### src/rtl/id_verify_pkg.sv
// Shared constants for the ID digit verifier: the reference ID, the FSM
// encoding and a helper that decodes a 1-based digit position.
package id_verify_pkg;

  localparam int NUM_DIGITS = 5;

  localparam logic [3:0] ID_D1 = 4'd2;
  localparam logic [3:0] ID_D2 = 4'd0;
  localparam logic [3:0] ID_D3 = 4'd4;
  localparam logic [3:0] ID_D4 = 4'd7;
  localparam logic [3:0] ID_D5 = 4'd1;

  // Slot 0 holds position 1.
  localparam logic [NUM_DIGITS-1:0][3:0] ID_DIGITS = {ID_D5, ID_D4, ID_D3, ID_D2, ID_D1};

  typedef enum logic [2:0] {
    ST_IDLE    = 3'd0,
    ST_CHECK   = 3'd1,
    ST_PASS    = 3'd2,
    ST_FAIL    = 3'd3,
    ST_LOCKOUT = 3'd4
  } state_t;

  // One-hot slot select for position 1..5; zero for anything else.
  function automatic logic [NUM_DIGITS-1:0] slot_sel(input logic [3:0] idx);
    case (idx)
      4'd1:    slot_sel = 5'b00001;
      4'd2:    slot_sel = 5'b00010;
      4'd3:    slot_sel = 5'b00100;
      4'd4:    slot_sel = 5'b01000;
      4'd5:    slot_sel = 5'b10000;
      default: slot_sel = 5'b00000;
    endcase
  endfunction

endpackage

### src/rtl/id_digit_verify_lockout_timer.sv
// Lockout down-counter: load the duration, count down while enabled,
// done is asserted during the last counted cycle.
module lockout_timer #(
  parameter int LOCK_CYCLES = 16
) (
  input  logic Clk,
  input  logic Reset,
  input  logic i_load,
  input  logic i_count,
  output logic o_done
);

  localparam logic [15:0] LOAD_VAL = 16'(LOCK_CYCLES);

  logic [15:0] r_cnt;

  // Down-counter; stops at zero so a stray count enable is harmless.
  always_ff @(posedge Clk) begin
    if (!Reset)                     r_cnt <= '0;
    else if (i_load)                r_cnt <= LOAD_VAL;
    else if (i_count && r_cnt != 0) r_cnt <= r_cnt - 16'd1;
  end

  assign o_done = (r_cnt == 16'd1);

endmodule

### src/rtl/id_digit_verify.sv
// Five-digit ID entry and verification with attempt counting and a timed
// lockout. All outputs come from registers or decoded registered state.
module id_digit_verify
  import id_verify_pkg::*;
#(
  parameter int MAX_ATTEMPTS = 3,
  parameter int LOCK_CYCLES  = 16
) (
  input  logic                  Clk,
  input  logic                  Reset,
  input  logic [3:0]            DigitIndex,
  input  logic [3:0]            DigitValue,
  input  logic                  Enter,
  input  logic                  Clear,
  output logic [NUM_DIGITS-1:0] EnteredMask,
  output logic                  Unlocked,
  output logic                  Failed,
  output logic                  Locked,
  output logic [1:0]            AttemptCount
);

  localparam logic [1:0] MAX_A = 2'(MAX_ATTEMPTS);

  state_t                       r_state, w_state_nxt;
  logic [NUM_DIGITS-1:0][3:0]   r_slot;
  logic [NUM_DIGITS-1:0]        r_mask;
  logic [1:0]                   r_att;

  logic [NUM_DIGITS-1:0]        w_sel;
  logic [NUM_DIGITS-1:0]        w_mask_wr;
  logic                         w_wr;
  logic                         w_load, w_count, w_done;

  assign w_sel     = slot_sel(DigitIndex);
  // Clear beats Enter; out-of-range position or value is dropped.
  assign w_wr      = (r_state == ST_IDLE) && Enter && !Clear &&
                     (w_sel != '0) && (DigitValue <= 4'd9);
  assign w_mask_wr = r_mask | w_sel;

  lockout_timer #(.LOCK_CYCLES(LOCK_CYCLES)) u_timer (
    .Clk     (Clk),
    .Reset   (Reset),
    .i_load  (w_load),
    .i_count (w_count),
    .o_done  (w_done)
  );

  // State register.
  always_ff @(posedge Clk) begin
    if (!Reset) r_state <= ST_IDLE;
    else        r_state <= w_state_nxt;
  end

  // Next-state decode and timer control.
  always_comb begin
    w_state_nxt = r_state;
    w_load      = 1'b0;
    w_count     = 1'b0;
    case (r_state)
      ST_IDLE:    if (w_wr && w_mask_wr == '1) w_state_nxt = ST_CHECK;
      ST_CHECK:   w_state_nxt = (r_slot == ID_DIGITS) ? ST_PASS : ST_FAIL;
      ST_PASS:    if (Clear) w_state_nxt = ST_IDLE;
      ST_FAIL: begin
        // r_att already holds the incremented count here.
        if (r_att == MAX_A) begin
          w_state_nxt = ST_LOCKOUT;
          w_load      = 1'b1;
        end else begin
          w_state_nxt = ST_IDLE;
        end
      end
      ST_LOCKOUT: begin
        w_count = 1'b1;
        if (w_done) w_state_nxt = ST_IDLE;
      end
      default:    w_state_nxt = ST_IDLE;
    endcase
  end

  // Digit slots, entry mask and attempt counter.
  always_ff @(posedge Clk) begin
    if (!Reset) begin
      r_slot <= '0;
      r_mask <= '0;
      r_att  <= '0;
    end else begin
      case (r_state)
        ST_IDLE: begin
          if (Clear) begin
            r_mask <= '0;
          end else if (w_wr) begin
            r_mask <= w_mask_wr;
            for (int i = 0; i < NUM_DIGITS; i++)
              if (w_sel[i]) r_slot[i] <= DigitValue;
          end
        end
        ST_CHECK: begin
          if (w_state_nxt == ST_FAIL) begin
            r_mask <= '0;
            r_att  <= (r_att == 2'd3) ? 2'd3 : r_att + 2'd1;
          end
        end
        ST_PASS: begin
          if (Clear) begin
            r_mask <= '0;
            r_att  <= '0;
          end
        end
        ST_LOCKOUT: begin
          if (w_done) begin
            r_mask <= '0;
            r_att  <= '0;
          end
        end
        default: ;
      endcase
    end
  end

  assign EnteredMask  = r_mask;
  assign AttemptCount = r_att;
  assign Unlocked     = (r_state == ST_PASS);
  assign Failed       = (r_state == ST_FAIL);
  assign Locked       = (r_state == ST_LOCKOUT);

endmodule

### config.mk
export PLATFORM = sky130hd
export DESIGN_NAME = id_digit_verify
export DESIGN_NICKNAME = d
export VERILOG_FILES = /design/src/rtl/id_verify_pkg.sv /design/src/rtl/id_digit_verify_lockout_timer.sv /design/src/rtl/id_digit_verify.sv
export SDC_FILE = /design/constraint.sdc
export NUM_CORES = 1
export LEC_CHECK = 0
export CAP_MARGIN = 20
export CELL_PAD_IN_SITES_DETAIL_PLACEMENT = 1
export CELL_PAD_IN_SITES_GLOBAL_PLACEMENT = 1
export CORE_MARGIN = 2
export CORE_UTILIZATION = 40
export CTS_BUF_LIST = sky130_fd_sc_hd__clkbuf_4 sky130_fd_sc_hd__clkbuf_8
export DETAILED_ROUTE_END_ITERATION = 6
export GPL_TIMING_DRIVEN = 0
export PLACE_DENSITY = 0.76
export SLEW_MARGIN = 5
export SYNTH_ARGS = -nofsm -noshare
export SYNTH_HDL_FRONTEND = slang
export SYNTH_SLANG_ARGS = --single-unit
### constraint.sdc
create_clock -name Clk -period 2.2 [get_ports Clk]
set_clock_uncertainty 0.2 [all_clocks]
set_input_delay 0.44 -clock Clk [delete_from_list [all_inputs] [get_ports Clk]]
set_output_delay 0.44 -clock Clk [all_outputs]
set_load 0.1 [all_outputs]
==> key figures <==
Worst setup path
  – Worst Path Arrival: 2.25 ns
  – Critical path cell sequence: or4_4 > nor4_4 > a41oi_4 > o41a_1 > o21a_1
  – Slowest CP cell: or4_4
  – CP Launch Type: flip-flop
  – Required time of the critical path: 2.20 ns
  – Delay of the slowest cell on the worst path: 0.53 ns
  – Crit path max fanout: 5
  – Delay-heaviest family, CP: compound AO/OA/AOI/OAI gates
  – Setup CP Type: reg -> reg
  – WP buf/inv: 0
  – Crit end category: flip-flop

STA
  – RSZ-0062 raised after global routing: true
  – Finish-stage setup viols: 5
  – Final Hold Fails: 0
  – Final worst slack: -0.0507 ns
  – Slew Viols, Final: 0
  – Final period utilization: 1.02
  – Maximum clock rate: 444 MHz
  – Worst slew pin tran: 0.954 ns
  – Slew headroom: 0.366
  – Final min period: 2.25 ns

Synth
  – Area contributors post-synth: dfxtp_1, xnor2_1, a21boi_0, nor2_1, o21ai_0
  – Post-synthesis sequential area ratio: 0.408
  – Post-synth ARST share: 0
  – Most frequent cell after synthesis: dfxtp_1
  – Synth Net Count: 276
  – Count of cell types in the netlist: 38
  – Mapped Cells: 262
  – Dominant synthesized flop cell: dfxtp_1
  – Post-synth top cells: dfxtp_1, nor2_1, nand2_1, o21ai_0, a21boi_0
  – Number of synthesized flops with an enable pin: 0
  – Area share of the largest cell type after synthesis: 0.408
  – Post-Syn Area: 2260 sq um
  – Largest area contributor in the netlist: dfxtp_1
  – Warnings from Yosys: 0
  – Synth Register Bits: 46
  – Syn avg cell area: 8.61 sq um

Finish
  – Layout fillers: 644
  – Post-layout net count: 310
  – Final core utilization: 0.524
  – Diode count: 0
  – Layout cell share with drive strength beyond 1: 0.220
  – Area occupied by multi-input gates: 1400 sq um
  – Register area: 925 sq um
  – P&R area growth vs syn: 27.2%

Power and ir drop
  – Max VDD drop: 307 uV
  – P_int: 1080 uW
  – Combinational group share of total power: 0.067
  – Net switching fraction of the power: 0.241
  – Net Switching: 344 uW
  – Clock Power Share: 0.349
  – Seq pwr share: 0.584
  – Pleak: 0.000912 uW
  – Power per Cell Area: 498 nW/um^2

Global route
  – M1 GR Usage: 0.252
  – Met2 Track Usage GR: 0.349
  – Number of antenna violations at the first check in global routing: 0
  – Most used routing layer: met2
  – GRT Util Overall: 0.202
  – Pin count of the biggest net entering global routing: 14
  – Routing usage on met3: 0.0364
  – Vias in the first global route: 2036
  – First-pass GRT wire length: 9.87 mm
  – Total congestion overflow: 0

Clock network
  – CTS root buffer: clkbuf_8
  – CTS tree: done
  – Clock buffer depth: 2
  – # clock sinks: 46
  – H-tree depth: 2
  – CTS Hold Bufs: 0
  – Total CTS buffers: 5
  – Clock Latency Late Sink: 0.30 ns
  – CTS clk-pin slew, worst paths: 0.09 ns

Floorplanning
  – Die height: 79.1 microns
  – Initial Utilization: 0.412
  – Ports: 22
  – Die area: 6260 sq um
  – Core Area: 5470 sq um
  – Row count: 27
  – Die width: 79.1 microns

Drt
  – DR WL/cell: 16.2 microns
  – Routed vias/inst: 5.50
  – Routed Wire Length: 5.98 mm
  – DRC: 0
  – Via count: 2025
  – Iteration-0 DRC count of the detailed router: 66
  – DRT Pass-1 Iters: 4
  – ANT nets after route: 0

Run status
  – Status: finished, violations left
  – Violated checks: negative setup slack

Place
  – # port buffers: 18
  – Pre-CTS setup slack: -0.578 ns
  – Placer congestion estimate: 0.785
  – Detailed Place HPWL: 4.20 mm

Flow run
  – Max Cap Viol: 0

Hold path
  – Hold Path Class: reg -> reg
final timing paths:
| path | start | endpoint | slack, ns | cells past startpoint |
|---|---|---|---|---|
| worst min-delay path | r_slot[10] | r_slot[10] | 0.29 | 2 |
| worst min register to register | r_slot[10] | r_slot[10] | 0.29 | 2 |
| worst max register to register | u_timer.r_cnt[11] | EnteredMask[1] | -0.05 | 5 |
| worst max-delay path | u_timer.r_cnt[11] | EnteredMask[1] | -0.05 | 5 |
worst register-to-register path, stage by stage (launching register included):
cell and delay, ns:
dfxtp_2 0.34, or4_4 0.53, nor4_4 0.26, a41oi_4 0.18
o41a_1 0.48, o21a_1 0.14
cells by family (layout without fill, tap and decap cells):
group / Yosys count / after routing / synth area share
mux: 4 / 4 / 0.0177
buf+inv: 20 / 54 / 0.0344
compound gates: 69 / 69 / 0.210
fa+ha+maj: 2 / 2 / 0.0111
xor+xnor: 15 / 15 / 0.0582
simple gates: 106 / 106 / 0.260
flops: 46 / 46 / 0.408
power by group through the flow:
stage	Clock (uW)	Combinational (uW)	Sequential, uW
after detailed placement	0	90.1	855
after floorplan	0	40.7	863
after CTS	520	92.3	835
after global placement	0	89.1	855
final	499	95.2	835
after global routing	557	103	836
layer usage:
layer | wire, microns | share of wire
met1 | 2730 | 0.46
met2 | 2980 | 0.50
met3 | 176 | 0.029
met4 | 89 | 0.015
met5 | 0 | 0
what timing repair did:
action	in CTS	in global routing
setup endpoints to repair	50	51
resized for setup	54	37
pin swaps	11	7
cloned	1	0
buffers inserted	7	2
layout by cell type (no fill, tap or decap), types with 3 or more instances in the layout:
cell type / n
a211oi_1: 5
a21boi_0: 16
a21oi_1: 9
buf_4: 8
buf_6: 4
clkbuf_1: 5
clkbuf_2: 5
clkbuf_4: 3
clkbuf_8: 7
clkdlybuf4s15_1: 3
clkdlybuf4s50_1: 5
dfxtp_1: 43
dfxtp_2: 3
dlymetal6s2s_1: 3
inv_1: 4
mux2i_1: 4
nand2_1: 18
nand2b_1: 4
nand3_1: 4
nand4_1: 4
nor2_1: 22
nor2_2: 5
nor2b_1: 6
nor3_2: 3
nor3b_1: 3
nor4_1: 7
nor4b_1: 5
o21a_1: 7
o21ai_0: 15
o21ai_1: 5
xnor2_1: 15
metrics by stage:
stage | std cells | TNS, ns | total power [uW] | hold slack (ns) | instance area (sq um)
after floorplan | 262 | -0.481 | 904 | 0.250 | 2300
after global placement | 352 | -12.90 | 944 | 0.268 | 2570
after detailed placement | 352 | -14.48 | 945 | 0.277 | 2570
after CTS | 366 | -0.894 | 1450 | 0.292 | 2760
after global routing | 368 | -1.15 | 1500 | 0.310 | 2870
final | 368 | -0.235 | 1430 | 0.288 | 2870
flip-flops by register name, indices dropped and copies added, names as in the netlist:
name           cells
AttemptCount       2
r_slot            20
r_state            3
EnteredMask        5
u_timer.r_cnt     16
final cells by class:
type                            count  area share
Multi-Input combinational cell    196       0.489
Sequential cell                    46       0.322
Buffer                             14      0.0331
Inverter                            6      0.0100
Tap cell                           72      0.0314
Clock inverter                      2     0.00349
Timing Repair Buffer               27      0.0867
Clock buffer                        5      0.0240
(Power assumes the default switching activity.)
